**config.mk**
```make
export PLATFORM = sky130hd
export DESIGN_NAME = led_pwm_driver
export DESIGN_NICKNAME = d
export VERILOG_FILES = /design/src/rtl/led_pwm_driver.sv
export SDC_FILE = /design/constraint.sdc
export NUM_CORES = 1
export LEC_CHECK = 0
export ABC_CLOCK_PERIOD_IN_PS = 2300
export BUFFER_PORTS_ARGS = -buffer_cell sky130_fd_sc_hd__buf_2
export CELL_PAD_IN_SITES_DETAIL_PLACEMENT = 1
export CELL_PAD_IN_SITES_GLOBAL_PLACEMENT = 1
export CORE_ASPECT_RATIO = 2
export CORE_MARGIN = 5
export CORE_UTILIZATION = 52
export CTS_BUF_LIST = sky130_fd_sc_hd__clkbuf_4
export CTS_CLUSTER_DIAMETER = 60
export DETAILED_ROUTE_END_ITERATION = 7
export PLACE_DENSITY_LB_ADDON = 0.1
export SETUP_SLACK_MARGIN = 0.5
export SYNTH_ARGS = -nofsm -noshare
export SYNTH_HDL_FRONTEND = slang
export SYNTH_SLANG_ARGS = --single-unit
```
**constraint.sdc**
```tcl
create_clock -name i_clk -period 2.3 [get_ports i_clk]
set_input_delay 0 -clock i_clk [delete_from_list [all_inputs] [get_ports i_clk]]
set_output_delay 0 -clock i_clk [all_outputs]
set_load 0.01 [all_outputs]
```
**src/rtl/led_pwm_driver.sv**
```systemverilog
// Per-LED PWM brightness driver with a double-buffered level word that is applied only at PWM period boundaries.
// Optional blink gating is compiled in when LED_PWM_BLINK_EN is defined; the default build is pure PWM.
module led_pwm_driver #(
    parameter int NUM_LEDS      = 8,
    parameter int LEVEL_BITS    = 4,
    parameter int PRESCALE      = 16,
    parameter int BLINK_PERIODS = 32
) (
    input  logic                           i_clk,
    input  logic                           i_rst_n,
    input  logic                           i_wr_stb,
    input  logic [NUM_LEDS*LEVEL_BITS-1:0] i_wr_data,
`ifdef LED_PWM_BLINK_EN
    input  logic [NUM_LEDS-1:0]            i_blink_mask,
`endif
    output logic [NUM_LEDS-1:0]            o_led,
    output logic                           o_pending,
    output logic                           o_period_stb
);

    localparam int MAX   = 2**LEVEL_BITS - 1;
    localparam int DW    = NUM_LEDS * LEVEL_BITS;
    localparam int PS_W  = (PRESCALE > 1) ? $clog2(PRESCALE) : 1;
    localparam int CNT_W = (MAX > 1) ? $clog2(MAX) : 1;

    localparam logic [PS_W-1:0]  PS_LAST  = PS_W'(PRESCALE - 1);
    localparam logic [CNT_W-1:0] CNT_LAST = CNT_W'(MAX - 1);

    if (PRESCALE < 1 || BLINK_PERIODS < 1) begin : g_bad_params
        $error("led_pwm_driver: PRESCALE and BLINK_PERIODS must be >= 1");
    end

    logic [PS_W-1:0]     presc, presc_nxt;
    logic [CNT_W-1:0]    cnt, cnt_nxt;
    logic                tick, boundary, stb_nxt;
    logic [DW-1:0]       shadow, active;
    logic [NUM_LEDS-1:0] pwm, led_nxt;

    always_comb begin
        tick      = (presc == PS_LAST);
        boundary  = tick && (cnt == CNT_LAST);
        presc_nxt = tick ? '0 : presc + 1'b1;
        cnt_nxt   = cnt;
        if (tick) begin
            cnt_nxt = (cnt == CNT_LAST) ? '0 : cnt + 1'b1;
        end
        // NOTE: the strobe is registered from the next-state counters so it is high
        // during the boundary cycle itself, letting a write aligned to it land immediately.
        stb_nxt = (presc_nxt == PS_LAST) && (cnt_nxt == CNT_LAST);
        for (int k = 0; k < NUM_LEDS; k++) begin
            pwm[k] = active[k*LEVEL_BITS +: LEVEL_BITS] > LEVEL_BITS'(cnt);
        end
    end

`ifdef LED_PWM_BLINK_EN
    localparam int BL_W = (BLINK_PERIODS > 1) ? $clog2(BLINK_PERIODS) : 1;
    localparam logic [BL_W-1:0] BL_LAST = BL_W'(BLINK_PERIODS - 1);

    logic [BL_W-1:0] blink_cnt;
    logic            blink_on;

    always_ff @(posedge i_clk) begin
        if (!i_rst_n) begin
            blink_cnt <= '0;
            blink_on  <= 1'b1;
        end else if (boundary) begin
            if (blink_cnt == BL_LAST) begin
                blink_cnt <= '0;
                blink_on  <= ~blink_on;
            end else begin
                blink_cnt <= blink_cnt + 1'b1;
            end
        end
    end

    always_comb begin
        led_nxt = pwm & ~(i_blink_mask & {NUM_LEDS{~blink_on}});
    end
`else
    always_comb begin
        led_nxt = pwm;
    end
`endif

    // NOTE: every register, including the level buffers, is cleared by reset so a
    // write pending at reset time can never surface afterwards.
    always_ff @(posedge i_clk) begin
        if (!i_rst_n) begin
            presc        <= '0;
            cnt          <= '0;
            shadow       <= '0;
            active       <= '0;
            o_led        <= '0;
            o_pending    <= 1'b0;
            o_period_stb <= 1'b0;
        end else begin
            presc        <= presc_nxt;
            cnt          <= cnt_nxt;
            o_period_stb <= stb_nxt;
            o_led        <= led_nxt;
            if (i_wr_stb) begin
                shadow <= i_wr_data;
            end
            // A write coinciding with the boundary bypasses the shadow entirely.
            if (boundary && (o_pending || i_wr_stb)) begin
                active    <= i_wr_stb ? i_wr_data : shadow;
                o_pending <= 1'b0;
            end else if (i_wr_stb) begin
                o_pending <= 1'b1;
            end
        end
    end

endmodule

```
## Yosys cells after proc, flatten, opt, wreduce, memory -nomap -nowiden

Index checks and enable logic that the tools add are counted.

| storage, ports and cells | value |
|---|---|
| output and inout bits | 10 |
| input port bits | 35 |
| flip-flop bits (word level) | 82 |
| word-level logic and storage cells | 31 |

| cells by class | value |
|---|---|
| reduce and logical (&&, ||, !) cells | 5 |
| bitwise logic cells | 1 |
| order comparisons | 8 |
| equality and inequality tests | 4 |
| mux-type cells | 4 |
| add/subtract/negate cells | 2 |

Operators with widths:

| cell | count |
|---|---|
| $gt A4 B4 Y1 | 8 |
| $mux W32 | 1 |
| $eq A4 B4 Y1 const B | 4 |
| $mux W4 | 3 |
| $add A4 B1 Y4 const B | 2 |
| $logic_and A1 B1 Y1 | 3 |
| $reduce_or A2 Y1 | 1 |
| $logic_or A1 B1 Y1 | 1 |
| $not A1 Y1 | 1 |

## Logic depth before layout (Yosys ltp)

| logic depth | value |
|---|---|
| depth after elaboration | 5 |
| mapped depth | 5 |

## Worst setup path before layout

No wires, ideal clock.

| timing path | value |
|---|---|
| kind | reg2reg |
| start point | reg cnt[0] |
| end point | reg active[0] |
| stages on the path, launching flop included | 5 |
| data required time | 2,179 ps |
| path buffers | 1 |
| arrival | 1,436 ps |
| clock period less this slack | 1,558 ps |
| slack | 742 ps |
| cells stage by stage | dfxtp_1 -> and4b_1 -> o211ai_4 -> buf_6 -> mux2_4 |

| on the way | value |
|---|---|
| cells in the longest elaborated chain, start to end | 3 |

RTL lines:

| item | line | text |
|---|---|---|
| from (decl) | 34 | `logic [CNT_W-1:0] cnt, cnt_nxt;` |
| from (signal assigned) | 98 | `cnt <= cnt_nxt;` |
| $eq A4 B4 Y1 | 41 | `boundary = tick && (cnt == CNT_LAST);` |
| $logic_and A1 B1 Y1 | 41 |  |
| $logic_and A1 B1 Y1 | 105 | `if (boundary && (o_pending \|\| i_wr_stb)) begin` |
| to (signal assigned) | 106 | `active <= i_wr_stb ? i_wr_data : shadow;` |
| to (decl) | 36 | `logic [DW-1:0] shadow, active;` |

No other way between the ends.
A chain may end at the register's enable or synchronous reset.

## Worst setup path after layout

| timing path | value |
|---|---|
| start point | reg cnt[3] |
| end point | reg o_led[6] |

| on the way | value |
|---|---|
| cells in the longest elaborated chain, start to end | 1 |

RTL lines:

| item | line | text |
|---|---|---|
| $gt A4 B4 Y1 | 51 | `pwm[k] = active[k*LEVEL_BITS +: LEVEL_BITS] > LEVEL_BITS'(cnt);` |
| to (signal assigned) | 100 | `o_led <= led_nxt;` |
| to (decl) | 16 | `output logic [NUM_LEDS-1:0] o_led,` |

No other way between the ends.

==> load_flow_metrics.sql <==
INSERT INTO impl_metrics (metric_group, metric, value, unit) VALUES
('synthesis', 'ys_async_sr_fraction', '0', '%'),
('die', 'fp.dieH', '133', 'um'),
('die', 'std_cell_rows', '44', ''),
('sta', 'final_hold_viol_count', '0', ''),
('worst_setup_path', 'reg2regPathDepth', '5', ''),
('worst_setup_path', 'type_of_origin_of_the_critical_path', 'flop', ''),
('global_route', 'grt_pass1_wl', '14.5', 'mm'),
('sta', 'layout_setup_ws', '0.592', 'ns'),
('final_layout', 'flow.area_growth_from_synthesis', '19.9', '%'),
('synthesis', 'postSynthNetCount', '424', ''),
('sta', 'maxSlewHeadroom', '59.6', '%'),
('final_layout', 'nNetsFinal', '507', ''),
('worst_hold_path', 'timing.hold.worst.class', 'in2reg', ''),
('status', 'status', 'finished, final reports clean', ''),
('worst_setup_path', 'cp_num_buf_inv', '1', ''),
('pwr', 'leakagePower', '2.26', 'nW'),
('worst_setup_path', 'critPathLaunch', 'cnt[3]$_SDFF_PN0_', ''),
('sta', 'achievable-frequency', '0.585', 'GHz'),
('synthesis', 'synth_edf_count', '0', ''),
('drt', 'drt-pass1-iter-count', '6', ''),
('die', 'fp.dieArea', '9460', 'sq um'),
('global_route', 'grt_pass1_vias', '3056', ''),
('sta', 'tightestPinTransition', '0.607', 'ns'),
('global_route', 'grt_total_ovfl', '0', ''),
('pwr', 'ir_drop', '346', 'uV'),
('sta', 'finalSetupTns', '0', 'ns'),
('die', 'placeableCoreArea', '7320', 'sq um'),
('die', 'pin_count', '45', ''),
('synthesis', 'area_share_of_the_leading_cell_type_in_the_synthesized_netlist', '42.0', '%'),
('drt', 'post_detailed_route_drc_marker_count', '0', ''),
('worst_setup_path', 'timing.critical_path.cells', 'inv_1 > ha_1 > nand3_1 > o22ai_1 > o221a_2', ''),
('worst_setup_path', 'regToRegStartpoint', 'cnt[3]$_SDFF_PN0_', ''),
('drt', 'vias', '2812', ''),
('pwr', 'cell_area_power_density', '513', 'nW/um^2'),
('drt', 'wirelength', '8.60', 'mm'),
('synthesis', 'ys.flop_type', 'dfxtp_1', ''),
('clock_tree', 'cts_tree', 'done', ''),
('place', 'hpwl', '5.81', 'mm'),
('drt', 'drt.antenna.violating_nets', '0', ''),
('final_layout', 'layoutNonFillerInstCount', '535', ''),
('clock_tree', 'numClockSinks', '82', ''),
('synthesis', 'yosys_warnings', '0', ''),
('clock_tree', 'clock_tree_buf_depth', '2', ''),
('synthesis', 'synthesis.area_per_instance', '11.0', 'sq um'),
('worst_setup_path', 'cp_slowest_cell', 'dfxtp_1', ''),
('final_layout', 'drive_above_1_share', '25.5', '%'),
('final_layout', 'most_common_cell_after_layout_fill_and_taps_aside', 'dfxtp_1', ''),
('clock_tree', 'cts_max_level', '3', ''),
('sta', 'skew', '0.0133', 'ns'),
('worst_setup_path', 'reg2reg_slack', '0.59', 'ns'),
('worst_hold_path', 'worstHoldEndpoint', 'o_led[1]$_SDFF_PN0_', ''),
('synthesis', 'yosys_register_bits', '82', ''),
('worst_setup_path', 'arrival', '2.05', 'ns'),
('worst_hold_path', 'whs_path_depth', '3', ''),
('drt', 'drt-wirelength-per-cell', '16.1', 'um'),
('worst_setup_path', 'worst_ep_required_time', '2.64', 'ns'),
('place', 'preCtsSetupSlack', '0.380', 'ns'),
('place', 'routability_congestion_estimate', '0.702', ''),
('job', 'cap_violations', '0', ''),
('synthesis', 'synth_largest_area_cell', 'dfxtp_1', ''),
('clock_tree', 'clock_root_buffer', 'clkbuf_4', ''),
('synthesis', 'postSynthCellCount', '355', ''),
('worst_setup_path', 'setup.worst_path.end_class', 'flop', ''),
('synthesis', 'synth-seq-area-share', '42.0', '%'),
('sta', 'rsz0062_at_grt', 'no', ''),
('sta', 'fin_worst_hold_slack', '0.0794', 'ns'),
('final_layout', 'diodes', '0', ''),
('sta', 'setup_violations_final', '0', ''),
('worst_setup_path', 'cp_max_fo', '9', ''),
('synthesis', 'synth_area', '3910', 'sq um'),
('place', 'io_buffer_count', '44', '');
[report_power, final]
group / internal (mW) / switching [mW]
combinational: 0.112 / 0.0905
clock: 0.251 / 0.475
sequential: 1.46 / 0.0167
[synthesized netlist by cell type (5+ instances only)]
library cell  count
a21oi_1          14
and2_1           32
clkbuf_1          7
dfxtp_1          82
ha_1             34
inv_1            24
mux2_4           30
mux2i_1          32
nand2_1           7
nand3_1          10
nor2b_1          38
o221a_2           5
o22ai_1           6
[cell type report]
type	instances	area [sq um]	share of cell area, %
clock buffer	12	90.1	1.92
clock inverter	4	18.8	0.400
inverter	24	93.8	2.00
multi-input combinational	233	2080	44.5
sequential	82	1640	35.0
tap	92	115	2.45
timing repair buffer	88	644	13.7
[routing by layer]
layer,global-route usage (%),share of wire (%),vias up
met1,22.0,40,1355
met5,0,0,-
met2,34.4,55,46
met3,3.49,3.1,16
met4,8.05,2.3,0
li1,-,-,1395
[how the worst max path moves through the flow]
stage / to / slack, ns / cells past startpoint
2_1_floorplan: active[0]$_SDFFE_PN0P_ / 0.74 / 4
3_3_place_gp: active[3]$_SDFFE_PN0P_ / 0.46 / 5
3_5_place_dp: active[29]$_SDFFE_PN0P_ / 0.38 / 5
4_1_cts: o_led[6]$_SDFF_PN0_ / 0.55 / 5
5_1_grt: o_led[7]$_SDFF_PN0_ / 0.51 / 5
6_report: o_led[6]$_SDFF_PN0_ / 0.59 / 5
[worst reg2reg max path: cells and delay by family (launching register included)]
family                     cells  cell delay, ns
buffers and inverters          1            0.27
adders and majority gates      1            0.38
AOI/OAI and AO/OA              2            0.37
DFF                            1            0.48
and+or+nand+nor                1            0.13
[flip-flops by register name (all words and copies together), names as in the netlist]
register      count
presc             4
active           32
shadow           32
o_pending         1
cnt               4
o_led             8
o_period_stb      1
[metrics by stage]
stage / utilization, % / cell area [sq um] / power (mW)
after detailed placement: 57.5 / 4210 / 1.67
after CTS: 63.6 / 4660 / 2.43
final: 64.0 / 4690 / 2.41
after global routing: 64.0 / 4690 / 2.51
after floorplan: - / 3910 / 1.61
after global placement: 57.5 / 4210 / 1.66
[cell families after synthesis]
logic type	share of synthesized area, %
adders and majority gates	10.9
and+or+nand+nor	14.7
xor gates and xnor gates	0.224
AOI/OAI and AO/OA	7.13
DFF	42.0
buffers and inverters	4.80
muxes	20.3
[what timing repair did]
item                                    CTS  global route
endpoints found under the hold margin    40             0
pin swaps                                 1             0
hold buffers                             32             0
setup buffers                             2             4
endpoints found under the setup margin   23            17
gates resized for setup                   1             3
(Power assumes the default switching activity.)
